$ cat src/rtl/unsigned_pipelined_fixed_point_subtractor_pkg.sv
// Shared constants for the two-stage unsigned subtractor.
// The operand width is split into two equal halves, one per pipeline stage.
package unsigned_pipelined_fixed_point_subtractor_pkg;

    localparam int SUB_WIDTH = 8;
    localparam int SUB_HALF  = SUB_WIDTH / 2;

    function automatic int half_width(input int w);
        return w / 2;
    endfunction

endpackage

$ cat src/rtl/fixed_point_half_subtractor.sv
// Combinational H-bit subtract with borrow chain: diff = a - b - borrow_in.
// borrow_out is the sign of the (H+1)-bit result.
module fixed_point_half_subtractor
    import unsigned_pipelined_fixed_point_subtractor_pkg::*;
#(
    parameter int H = SUB_HALF
) (
    input  logic [H-1:0] a,
    input  logic [H-1:0] b,
    input  logic         borrow_in,
    output logic [H-1:0] diff,
    output logic         borrow_out
);

    logic [H:0] wide_diff;

    always_comb begin
        wide_diff  = {1'b0, a} - {1'b0, b} - {{H{1'b0}}, borrow_in};
        diff       = wide_diff[H-1:0];
        borrow_out = wide_diff[H];
    end

endmodule

$ cat src/rtl/unsigned_pipelined_fixed_point_subtractor.sv
// Two-stage valid/ready subtractor: S1 handles the lower half, S2 the upper
// half plus the output register. Stalls propagate backwards one stage at a time.
module unsigned_pipelined_fixed_point_subtractor
    import unsigned_pipelined_fixed_point_subtractor_pkg::*;
#(
    parameter int WIDTH = SUB_WIDTH
) (
    input  logic             clk,
    input  logic             rst_n,
    input  logic             in_valid,
    output logic             in_ready,
    input  logic [WIDTH-1:0] A,
    input  logic [WIDTH-1:0] B,
    output logic             out_valid,
    input  logic             out_ready,
    output logic [WIDTH-1:0] Diff,
    output logic             Borrow
);

    localparam int H = half_width(WIDTH);

    // Stage 1 registers
    logic         s1_v_q,      s1_v_d;
    logic [H-1:0] s1_diff_q,   s1_diff_d;
    logic         s1_borrow_q, s1_borrow_d;
    logic [H-1:0] s1_a_up_q,   s1_a_up_d;
    logic [H-1:0] s1_b_up_q,   s1_b_up_d;

    // Stage 2 (output) registers
    logic         s2_v_q,      s2_v_d;
    logic [WIDTH-1:0] diff_q,  diff_d;
    logic         borrow_q,    borrow_d;

    logic         s1_load;
    logic         s2_load;
    logic [H-1:0] lo_diff;
    logic         lo_borrow;
    logic [H-1:0] up_diff;
    logic         up_borrow;

    fixed_point_half_subtractor #(.H(H)) u_lo_sub (
        .a          (A[H-1:0]),
        .b          (B[H-1:0]),
        .borrow_in  (1'b0),
        .diff       (lo_diff),
        .borrow_out (lo_borrow)
    );

    fixed_point_half_subtractor #(.H(H)) u_up_sub (
        .a          (s1_a_up_q),
        .b          (s1_b_up_q),
        .borrow_in  (s1_borrow_q),
        .diff       (up_diff),
        .borrow_out (up_borrow)
    );

    // A stage may load when it is empty or its contents move on this cycle,
    // so an empty S1 accepts even while S2 is stalled.
    always_comb begin
        s2_load  = !s2_v_q || out_ready;
        s1_load  = !s1_v_q || s2_load;
        in_ready = s1_load;
    end

    always_comb begin
        s1_v_d      = s1_v_q;
        s1_diff_d   = s1_diff_q;
        s1_borrow_d = s1_borrow_q;
        s1_a_up_d   = s1_a_up_q;
        s1_b_up_d   = s1_b_up_q;
        if (s1_load) begin
            s1_v_d      = in_valid;
            s1_diff_d   = lo_diff;
            s1_borrow_d = lo_borrow;
            s1_a_up_d   = A[WIDTH-1:H];
            s1_b_up_d   = B[WIDTH-1:H];
        end
    end

    always_comb begin
        s2_v_d   = s2_v_q;
        diff_d   = diff_q;
        borrow_d = borrow_q;
        if (s2_load) begin
            s2_v_d   = s1_v_q;
            diff_d   = {up_diff, s1_diff_q};
            borrow_d = up_borrow;
        end
    end

    always_ff @(posedge clk or negedge rst_n) begin
        if (!rst_n) begin
            s1_v_q      <= 1'b0;
            s1_diff_q   <= '0;
            s1_borrow_q <= 1'b0;
            s1_a_up_q   <= '0;
            s1_b_up_q   <= '0;
            s2_v_q      <= 1'b0;
            diff_q      <= '0;
            borrow_q    <= 1'b0;
        end else begin
            s1_v_q      <= s1_v_d;
            s1_diff_q   <= s1_diff_d;
            s1_borrow_q <= s1_borrow_d;
            s1_a_up_q   <= s1_a_up_d;
            s1_b_up_q   <= s1_b_up_d;
            s2_v_q      <= s2_v_d;
            diff_q      <= diff_d;
            borrow_q    <= borrow_d;
        end
    end

    always_comb begin
        out_valid = s2_v_q;
        Diff      = diff_q;
        Borrow    = borrow_q;
    end

endmodule

$ cat config.mk
export PLATFORM = sky130hd
export DESIGN_NAME = unsigned_pipelined_fixed_point_subtractor
export DESIGN_NICKNAME = d
export VERILOG_FILES = /design/src/rtl/unsigned_pipelined_fixed_point_subtractor_pkg.sv /design/src/rtl/fixed_point_half_subtractor.sv /design/src/rtl/unsigned_pipelined_fixed_point_subtractor.sv
export SDC_FILE = /design/constraint.sdc
export NUM_CORES = 1
export LEC_CHECK = 0
export BUFFER_PORTS_ARGS = -buffer_cell sky130_fd_sc_hd__buf_2
export CORE_MARGIN = 2
export CORE_UTILIZATION = 40
export DETAILED_ROUTE_END_ITERATION = 16
export GPL_TIMING_DRIVEN = 0
export PLACE_DENSITY = 0.74
export SETUP_SLACK_MARGIN = 0.1
export SLEW_MARGIN = 20
export SYNTH_ARGS = -nofsm -noshare
export SYNTH_HDL_FRONTEND = slang
export SYNTH_SLANG_ARGS = --single-unit
$ cat constraint.sdc
create_clock -name clk -period 2.15 [get_ports clk]
set_input_delay 0 -clock clk [delete_from_list [all_inputs] [get_ports clk]]
set_output_delay 0 -clock clk [all_outputs]
set_load 0.02 [all_outputs]
Word-level counts from Yosys, hierarchy flattened
Index checks and enable logic that the tools add are counted.
{"block": "totals", "regBits": 24, "input_bits": 20, "out_inout_bits": 11}
{"block": "classes", "add_sub_neg": 3, "n_reduce_logical": 4}
{"op": "subtractor 4 x 4 -> 5 bit", "count": 2}
{"op": "subtractor 5 x 1 -> 5 bit", "count": 1}
{"op": "logical NOT 1 bit", "count": 2}
{"op": "logical OR 1 bit", "count": 2}

Depth between registers and ports, before layout
Gate-level depths: netlist of run 1.
{"block": "depth", "word_depth": 3, "ltp_mapped": 7}

Hierarchy
Synthesis of run 1 repeated with hierarchy kept, for this count alone.
{"block": "hier_totals", "cells_unflattened": 101, "area_unflattened_um2": 1352.5}
{"mod": "unsigned_pipelined_fixed_point_subtractor", "instances": 1, "cells_each": 53, "area_per_inst_um2": 937.1}
{"mod": "fixed_point_half_subtractor", "instances": 2, "cells_each": 24, "area_per_inst_um2": 207.7}

Least setup slack after synthesis of run 1
Ideal clock, no wire load.
{"block": "synth_path", "path_kind": "reg-to-reg", "start": "register s1_borrow_q", "end": "register borrow_q (netlist: Borrow)", "setup_ns": 0.080, "arrival_time_ns": 1.850, "required_ns": 2.070, "setup_slack_ns": 0.219, "stages_incl_launch_ff": 7, "period_less_slack_ns": 1.931, "cell_sequence": "dfrtp_1 -> inv_1 -> fa_1 -> fa_1 -> nand2b_1 -> a2111o_1 -> o211ai_2"}
{"block": "synth_between", "elab_chain_cells": 1}
{"element": "start, declared", "line_no": "unsigned_pipelined_fixed_point_subtractor.sv:25", "source": "logic s1_borrow_q, s1_borrow_d;"}
{"element": "start signal, assigned", "line_no": "unsigned_pipelined_fixed_point_subtractor.sv:104", "source": "s1_borrow_q <= s1_borrow_d;"}
{"element": "subtractor 5 x 1 -> 5 bit", "line_no": "fixed_point_half_subtractor.sv:18", "source": "wide_diff = {1'b0, a} - {1'b0, b} - {{H{1'b0}}, borrow_in};"}
{"element": "end signal, assigned", "line_no": "unsigned_pipelined_fixed_point_subtractor.sv:109", "source": "borrow_q <= borrow_d;"}
{"element": "end, declared", "line_no": "unsigned_pipelined_fixed_point_subtractor.sv:32", "source": "logic borrow_q, borrow_d;"}
Every way passes these cells.
A chain may end at the register's enable or synchronous reset.

Worst setup path after layout of run 1
Same ends and word-level chain as after synthesis.

==> results by group, run 1 <==
Routing
  – Average detailed-routed wire length per instance: 11.7 µm
  – Number of routed nets with antenna violations: 0
  – Initial detailed-routing violation count: 11
  – Residual DRC: 0
  – Number of search-and-repair iterations in the first detailed-routing pass: 6
  – Total Routed Length: 2600 µm
  – Via count: 1,035
  – Vias/cell: 4.66

Clock network
  – Root Buffer: clkbuf_4
  – Worst-skew pair later-pin latency: 0.32 ns
  – CTS clock-pin slew for the worst setup and hold paths: 0.13 ns
  – Clock buffer count from CTS: 3
  – TritonCTS clock tree: yes
  – # H-tree levels: 1
  – Clock sink total: 24
  – Deepest clock path buffer count: 2

Worst setup path
  – Max incr delay on CP: 0.45 ns
  – Critical-path maximum fanout: 3
  – CP Data Required Time: 2.40 ns
  – Most common cell type on the critical path: fa_2
  – Arrival @ worst endpoint: 2.24 ns
  – CP Capture Type: register
  – Crit Path Class: reg2reg
  – Reg-to-reg endpoint: Borrow$_DFFE_PN0P_
  – Flop-to-flop setup slack: 0.16 ns
  – Worst reg2reg path depth: 6
  – Crit Reg-Reg Startpoint: s1_borrow_q$_DFFE_PN0P_
  – Kind of launch point of the worst setup path: register
  – Ordered list of cells on the worst path: inv_1, fa_2, fa_2, nand2b_1, a2111o_1, o211ai_2
  – Standard cell with the maximum stage delay on the critical path: a2111o_1

Worst hold path
  – Hold_sp: B[1]
  – Hold path depth: 3
  – End point of the worst hold path: s1_diff_q[1]$_DFFE_PN0P_
  – Path category of the worst min-delay check: in2reg

Floorplan
  – Area of the core: 0.00305 mm²
  – Number of placement rows: 20
  – I/O pins: 31
  – Effective utilization at floorplan: 42.1%
  – Height of the die: 60.7 µm
  – Die W: 60.7 µm
  – Die Footprint: 0.00368 mm²

Synth
  – Post-Syn Area: 0.00128 mm²
  – Warning count from the yosys run: 0
  – Dominant register cell in the synthesized netlist: dfrtp_1
  – Cell taking the most area after synthesis: dfrtp_1
  – Area contributors post-synth: dfrtp_1 (47%), nand2_1 (9.9%), ha_1 (9.7%), fa_1 (4.7%), inv_1 (4.4%)
  – Post-synthesis async set-or-reset flop share: 100%
  – Yosys top cell area share: 46.7%
  – Syn nets: 166
  – Post-Syn Instances: 133
  – Post-synthesis sequential area ratio: 46.7%
  – Mean post-synth cell area: 9.66 µm²
  – Most numerous cell in the Yosys netlist: nand2_1
  – Flop and latch count out of synthesis: 24
  – Most common library cells after synthesis: nand2_1 (34), dfrtp_1 (24), inv_1 (15)
  – Number of synthesized flops with an enable pin: 0
  – Count of distinct cell types in the synthesized netlist: 27

Place
  – Half-perimeter wire length after detailed placement: 1870 µm
  – Weighted congestion at the end of routability-driven global placement: 0.760
  – Number of port buffers: 30

GRT
  – GRT Resource Usage Total: 15.3%
  – Number of global-route vias before repair: 969
  – Maximum number of pins on one net before global-route repair: 25
  – Antenna violations before repair: 0
  – First-pass GRT wire length: 4060 µm
  – Global route total overflow: 0

Pwr
  – LEAKAGE: 0.854 nW
  – Power per unit of standard cell area: 749 mW/mm²
  – VDD IR max: 0.000267 V
  – Post-layout total power: 1.22 mW

Timing
  – Rel. slew slack: 64.7%
  – Min Tclk post-route: 1.99 ns
  – Setup clock skew after layout: 0.00857 ns
  – Unrepaired setup endpoints after global routing: no
  – Total negative setup slack: 0 ns
  – Slew at the pin closest to its max-slew limit: 0.530 ns
  – Number of pins exceeding their max-slew limit in the final report: 0
  – Share of the clock period used by the worst path: 92.6%
  – Count of final hold-check violations: 0
  – F_max: 0.502 GHz
  – Final setup violation count: 0

Layout
  – Number of nets at the end of the flow: 213
  – Synth-to-layout area growth: 27.3%
  – Fraction of final layout cells sized beyond drive strength 1: 25.3%
  – Register area: 601 µm²
  – Filler cells: 303
  – Combined area of the multi-input logic cells: 577 µm²
  – Number of inserted diodes: 0

Job
  – Max_cap viols: 0

Outcome
  – Status: completed
cells in the final DEF, fill, tap and decap left out, drive strengths merged, types with 2 or more instances in the layout:
cell / count
o21ai: 7
buf: 36
nand2: 34
ha: 10
and4: 2
nand2b: 5
dlygate4sd3: 11
inv: 16
nor2: 7
clkbuf: 3
a21oi: 5
a211oi: 2
dfrtp: 24
nor3: 2
nor2b: 3
fa: 3
area by class of cell:
type                       instances  area share [%]
clock buffer                       3            1.38
tap                               44            3.37
multi-input combinational         88            35.3
timing repair buffer              42            16.4
buffer                             5            3.06
inverter                          16            3.83
sequential                        24            36.7
state kept, by name, indices dropped and copies added, names as in the netlist:
name,cells
Borrow,1
Diff,8
out_valid,1
s1_a_up_q,4
s1_b_up_q,4
s1_borrow_q,1
s1_diff_q,4
s1_v_q,1
cells by family after synthesis:
logic type      count (synthesis)  synth area share (%)
simple gates                   55                  19.9
xor+xnor                        2                  1.36
flops                          24                  46.7
compound gates                 18                  8.86
buf+inv                        21                  8.76
fa+ha+maj                      13                  14.4
routing by layer:
layer | up-vias | global-route usage, % | wire, µm
met2 | 27 | 26.1 | 1310
met5 | - | 0 | 0
met4 | 0 | 9.01 | 78
li1 | 517 | - | -
met3 | 7 | 1.28 | 89
met1 | 484 | 18.8 | 1120
power by group:
group	internal, mW	switching, mW	total (mW)
Sequential	0.536	0.0441	0.580
Combinational	0.193	0.253	0.446
Clock	0.0656	0.132	0.197
stage by stage:
stage	cell area (µm²)	cells	hold slack, ns	worst slack (ns)	util, %
finish	1640	222	0.0515	0.160	53.6
floorplan	1280	133	-0.296	0.219	-
global route	1640	222	0.0554	0.112	53.6
CTS	1630	221	0.0483	0.111	53.2
detailed placement	1490	207	0.0129	0.0711	48.8
global placement	1490	207	0.000448	0.130	48.8
worst max-delay path by stage:
stage	start	slack (ns)	depth (start not counted)	endpoint
floorplan	s1_borrow_q$_DFFE_PN0P_	0.22	6	Borrow$_DFFE_PN0P_
global placement	s1_borrow_q$_DFFE_PN0P_	0.13	6	Borrow$_DFFE_PN0P_
detailed placement	s1_borrow_q$_DFFE_PN0P_	0.07	6	Borrow$_DFFE_PN0P_
CTS	s1_borrow_q$_DFFE_PN0P_	0.11	6	Borrow$_DFFE_PN0P_
global route	s1_borrow_q$_DFFE_PN0P_	0.11	6	Borrow$_DFFE_PN0P_
finish	s1_borrow_q$_DFFE_PN0P_	0.16	6	Borrow$_DFFE_PN0P_
what timing repair did:
action                                  CTS  global route
cloned                                    0             0
gates resized for setup                   1             1
hold buffers                             11             0
buffers inserted                          0             1
endpoints found under the setup margin    1             1
hold endpoints to repair                 34             0
critical path, delay by kind of cell, from the launching register on:
family	cells	cell delay [ns]
AND/OR/NAND/NOR	1	0.19
adder cells (fa/ha/maj)	2	0.79
buffers and inverters	1	0.06
AO/OA/AOI/OAI	2	0.53
flip-flops	1	0.36
Power figures use the tool's default switching activity.
==> inputs of run 2 (changes only) <==
Settings changed: CAP_MARGIN set to 10, RECOVER_POWER set to 100.
==> run 2 against run 1 <==
  * Global-route usage is the same
  * Combinational power decreased by 6.5%
  * Critical path depth unchanged
  * Maximum frequency is essentially flat
  * Sequential share of layout area is 1.0 points higher
  * Highest routed layer unchanged
==> results by group, run 2 (synthesis results as in run 1) <==
Outcome
  – Status: completed

Place
  – Number of port buffers: 30 (unchanged)
  – Weighted congestion at the end of routability-driven global placement: 0.760 (unchanged)
  – Worst Setup Slack post-DPL: 0.0711 ns (unchanged)
  – Half-perimeter wire length after detailed placement: 1870 µm (unchanged)

Pwr
  – Power per unit of standard cell area: 754 mW/mm² (+0.70%)
  – VDD IR max: 0.000260 V (-2.4%)
  – LEAKAGE: 0.800 nW (-6.3%)
  – Post-layout total power: 1.20 mW (-2.0%)

GRT
  – First-pass GRT wire length: 4060 µm (unchanged)
  – Number of global-route vias before repair: 969 (unchanged)
  – Maximum number of pins on one net before global-route repair: 25 (unchanged)
  – Global route total overflow: 0 (unchanged)
  – GRT Resource Usage Total: 15.3% (unchanged)
  – Antenna violations before repair: 0 (unchanged)

Worst hold path
  – Path category of the worst min-delay check: in2reg
  – End point of the worst hold path: s1_diff_q[1]$_DFFE_PN0P_
  – Hold path depth: 3 (unchanged)
  – Hold_sp: B[1]

Routing
  – Via count: 1,036 (+0.097%)
  – Average detailed-routed wire length per instance: 11.7 µm (+0.35%)
  – Initial detailed-routing violation count: 13 (+2)
  – Residual DRC: 0 (unchanged)
  – Total Routed Length: 2610 µm (+0.35%)
  – Number of search-and-repair iterations in the first detailed-routing pass: 4 (-2)
  – Number of routed nets with antenna violations: 0 (unchanged)
  – Vias/cell: 4.67 (about the same)

Floorplan
  – Die W: 60.7 µm (unchanged)
  – Area of the core: 0.00305 mm² (unchanged)
  – Number of placement rows: 20 (unchanged)
  – Height of the die: 60.7 µm (unchanged)
  – I/O pins: 31 (unchanged)
  – Effective utilization at floorplan: 42.1% (unchanged)
  – Die Footprint: 0.00368 mm² (unchanged)

Worst setup path
  – Max incr delay on CP: 0.42 ns (-0.03 ns)
  – Flop-to-flop setup slack: 0.16 ns (about the same)
  – Standard cell with the maximum stage delay on the critical path: fa_2
  – Arrival @ worst endpoint: 2.24 ns (about the same)
  – Worst path bufs/invs: 1 (unchanged)
  – Critical-path maximum fanout: 3 (unchanged)
  – Most common cell type on the critical path: fa_2
  – Kind of launch point of the worst setup path: register
  – Reg-to-reg endpoint: Borrow$_DFFE_PN0P_
  – Worst reg2reg path depth: 6 (unchanged)
  – Crit Reg-Reg Startpoint: s1_borrow_q$_DFFE_PN0P_
  – Ordered list of cells on the worst path: inv_1, fa_2, fa_2, nand2b_1, a2111o_1, o211ai_1
  – CP Data Required Time: 2.40 ns (about the same)
  – CP Capture Type: register
  – Crit Path Class: reg2reg
  – Dominant delay contributor by cell family on the critical path: adder cells

Clock network
  – Clock sink total: 24 (unchanged)
  – TritonCTS clock tree: yes
  – Root Buffer: clkbuf_4
  – Deepest clock path buffer count: 2 (unchanged)
  – CTS clock-pin slew for the worst setup and hold paths: 0.13 ns (about the same)
  – # H-tree levels: 1 (unchanged)
  – Worst-skew pair later-pin latency: 0.32 ns (about the same)
  – Clock buffer count from CTS: 3 (unchanged)

Timing
  – Number of pins exceeding their max-slew limit in the final report: 0 (unchanged)
  – Worst setup slack after layout: 0.159 ns (-0.00108 ns)
  – Setup clock skew after layout: 0.00398 ns (-0.00460 ns)
  – Rel. slew slack: 15.0% (-50 points)
  – Slew at the pin closest to its max-slew limit: 1.27 ns (+0.745 ns)
  – F_max: 0.502 GHz (about the same)
  – Total negative setup slack: 0 ns (unchanged)
  – Min Tclk post-route: 1.99 ns (+0.00108 ns)
  – Final setup violation count: 0 (unchanged)
  – Count of final hold-check violations: 0 (unchanged)
  – Unrepaired setup endpoints after global routing: no
  – Share of the clock period used by the worst path: 92.6% (about the same)

Layout
  – Most frequent standard cell in the layout excluding fill and tap cells: nand2_1
  – Number of inserted diodes: 0 (unchanged)
  – Synth-to-layout area growth: 23.9%
  – Register area: 601 µm² (unchanged)
  – Fraction of final layout cells sized beyond drive strength 1: 15.7% (-9.6 points)
  – Number of nets at the end of the flow: 213 (unchanged)
  – Combined area of the multi-input logic cells: 572 µm² (-0.87%)
  – Largest register FFs: 8 (unchanged)
  – Filler cells: 309 (+2.0%)
  – Commonest cells after routing, fill and taps aside: nand2_1 (34), dfrtp_1 (24), buf_2 (18)

Job
  – Max_cap viols: 0 (unchanged)
run 2: worst max path at each step:
stage	depth (start not counted)	startpoint	slack, ns	to
after floorplan	6	s1_borrow_q$_DFFE_PN0P_	0.22	Borrow$_DFFE_PN0P_
after global placement	6	s1_borrow_q$_DFFE_PN0P_	0.13	Borrow$_DFFE_PN0P_
after detailed placement	6	s1_borrow_q$_DFFE_PN0P_	0.07	Borrow$_DFFE_PN0P_
after CTS	6	s1_borrow_q$_DFFE_PN0P_	0.11	Borrow$_DFFE_PN0P_
after global routing	6	s1_borrow_q$_DFFE_PN0P_	0.09	Borrow$_DFFE_PN0P_
final	6	s1_borrow_q$_DFFE_PN0P_	0.16	Borrow$_DFFE_PN0P_
run 2: layer usage:
layer,GRT usage [%],vias up,routed length [µm]
met3,1.28,7,96
li1,-,517,-
met5,0,-,0
met1,18.8,480,1140
met2,26.1,32,1290
met4,9.01,0,78
run 2: timing repair:
action,in CTS,in global routing
buffers inserted,0,1
setup endpoints to repair,1,1
hold endpoints to repair,34,0
hold buffers,11,0
cloned,0,0
gates resized for setup,1,1
run 2: final cells by class:
class                      count  share of cell area [%]
inverter                      16                    3.93
tap                           44                    3.46
multi-input combinational     88                    35.9
timing repair buffer          42                    15.9
buffer                         5                    1.65
sequential                    24                    37.7
clock buffer                   3                    1.42
run 2: per-stage QoR:
step | hold slack, ns | std cells | area (µm²) | utilization, %
finish | 0.0458 | 222 | 1590 | 52.1
global placement | 0.000448 | 207 | 1490 | 48.8
floorplan | -0.296 | 133 | 1280 | -
detailed placement | 0.0129 | 207 | 1490 | 48.8
global route | 0.0554 | 222 | 1590 | 52.1
CTS | 0.0483 | 221 | 1630 | 53.2
run 2: worst min-delay path: stages:
cell and delay [ns]:
buf_2 0.10, fa_1 0.17, a21oi_1 0.06
run 2: where the power goes:
part	switching, mW	internal, mW	total [mW]	leakage, nW
clock network	0.135	0.0657	0.200	0.0138
registers	0.0461	0.536	0.583	0.280
logic	0.249	0.168	0.417	0.506
total	0.430	0.770	1.20	0.800
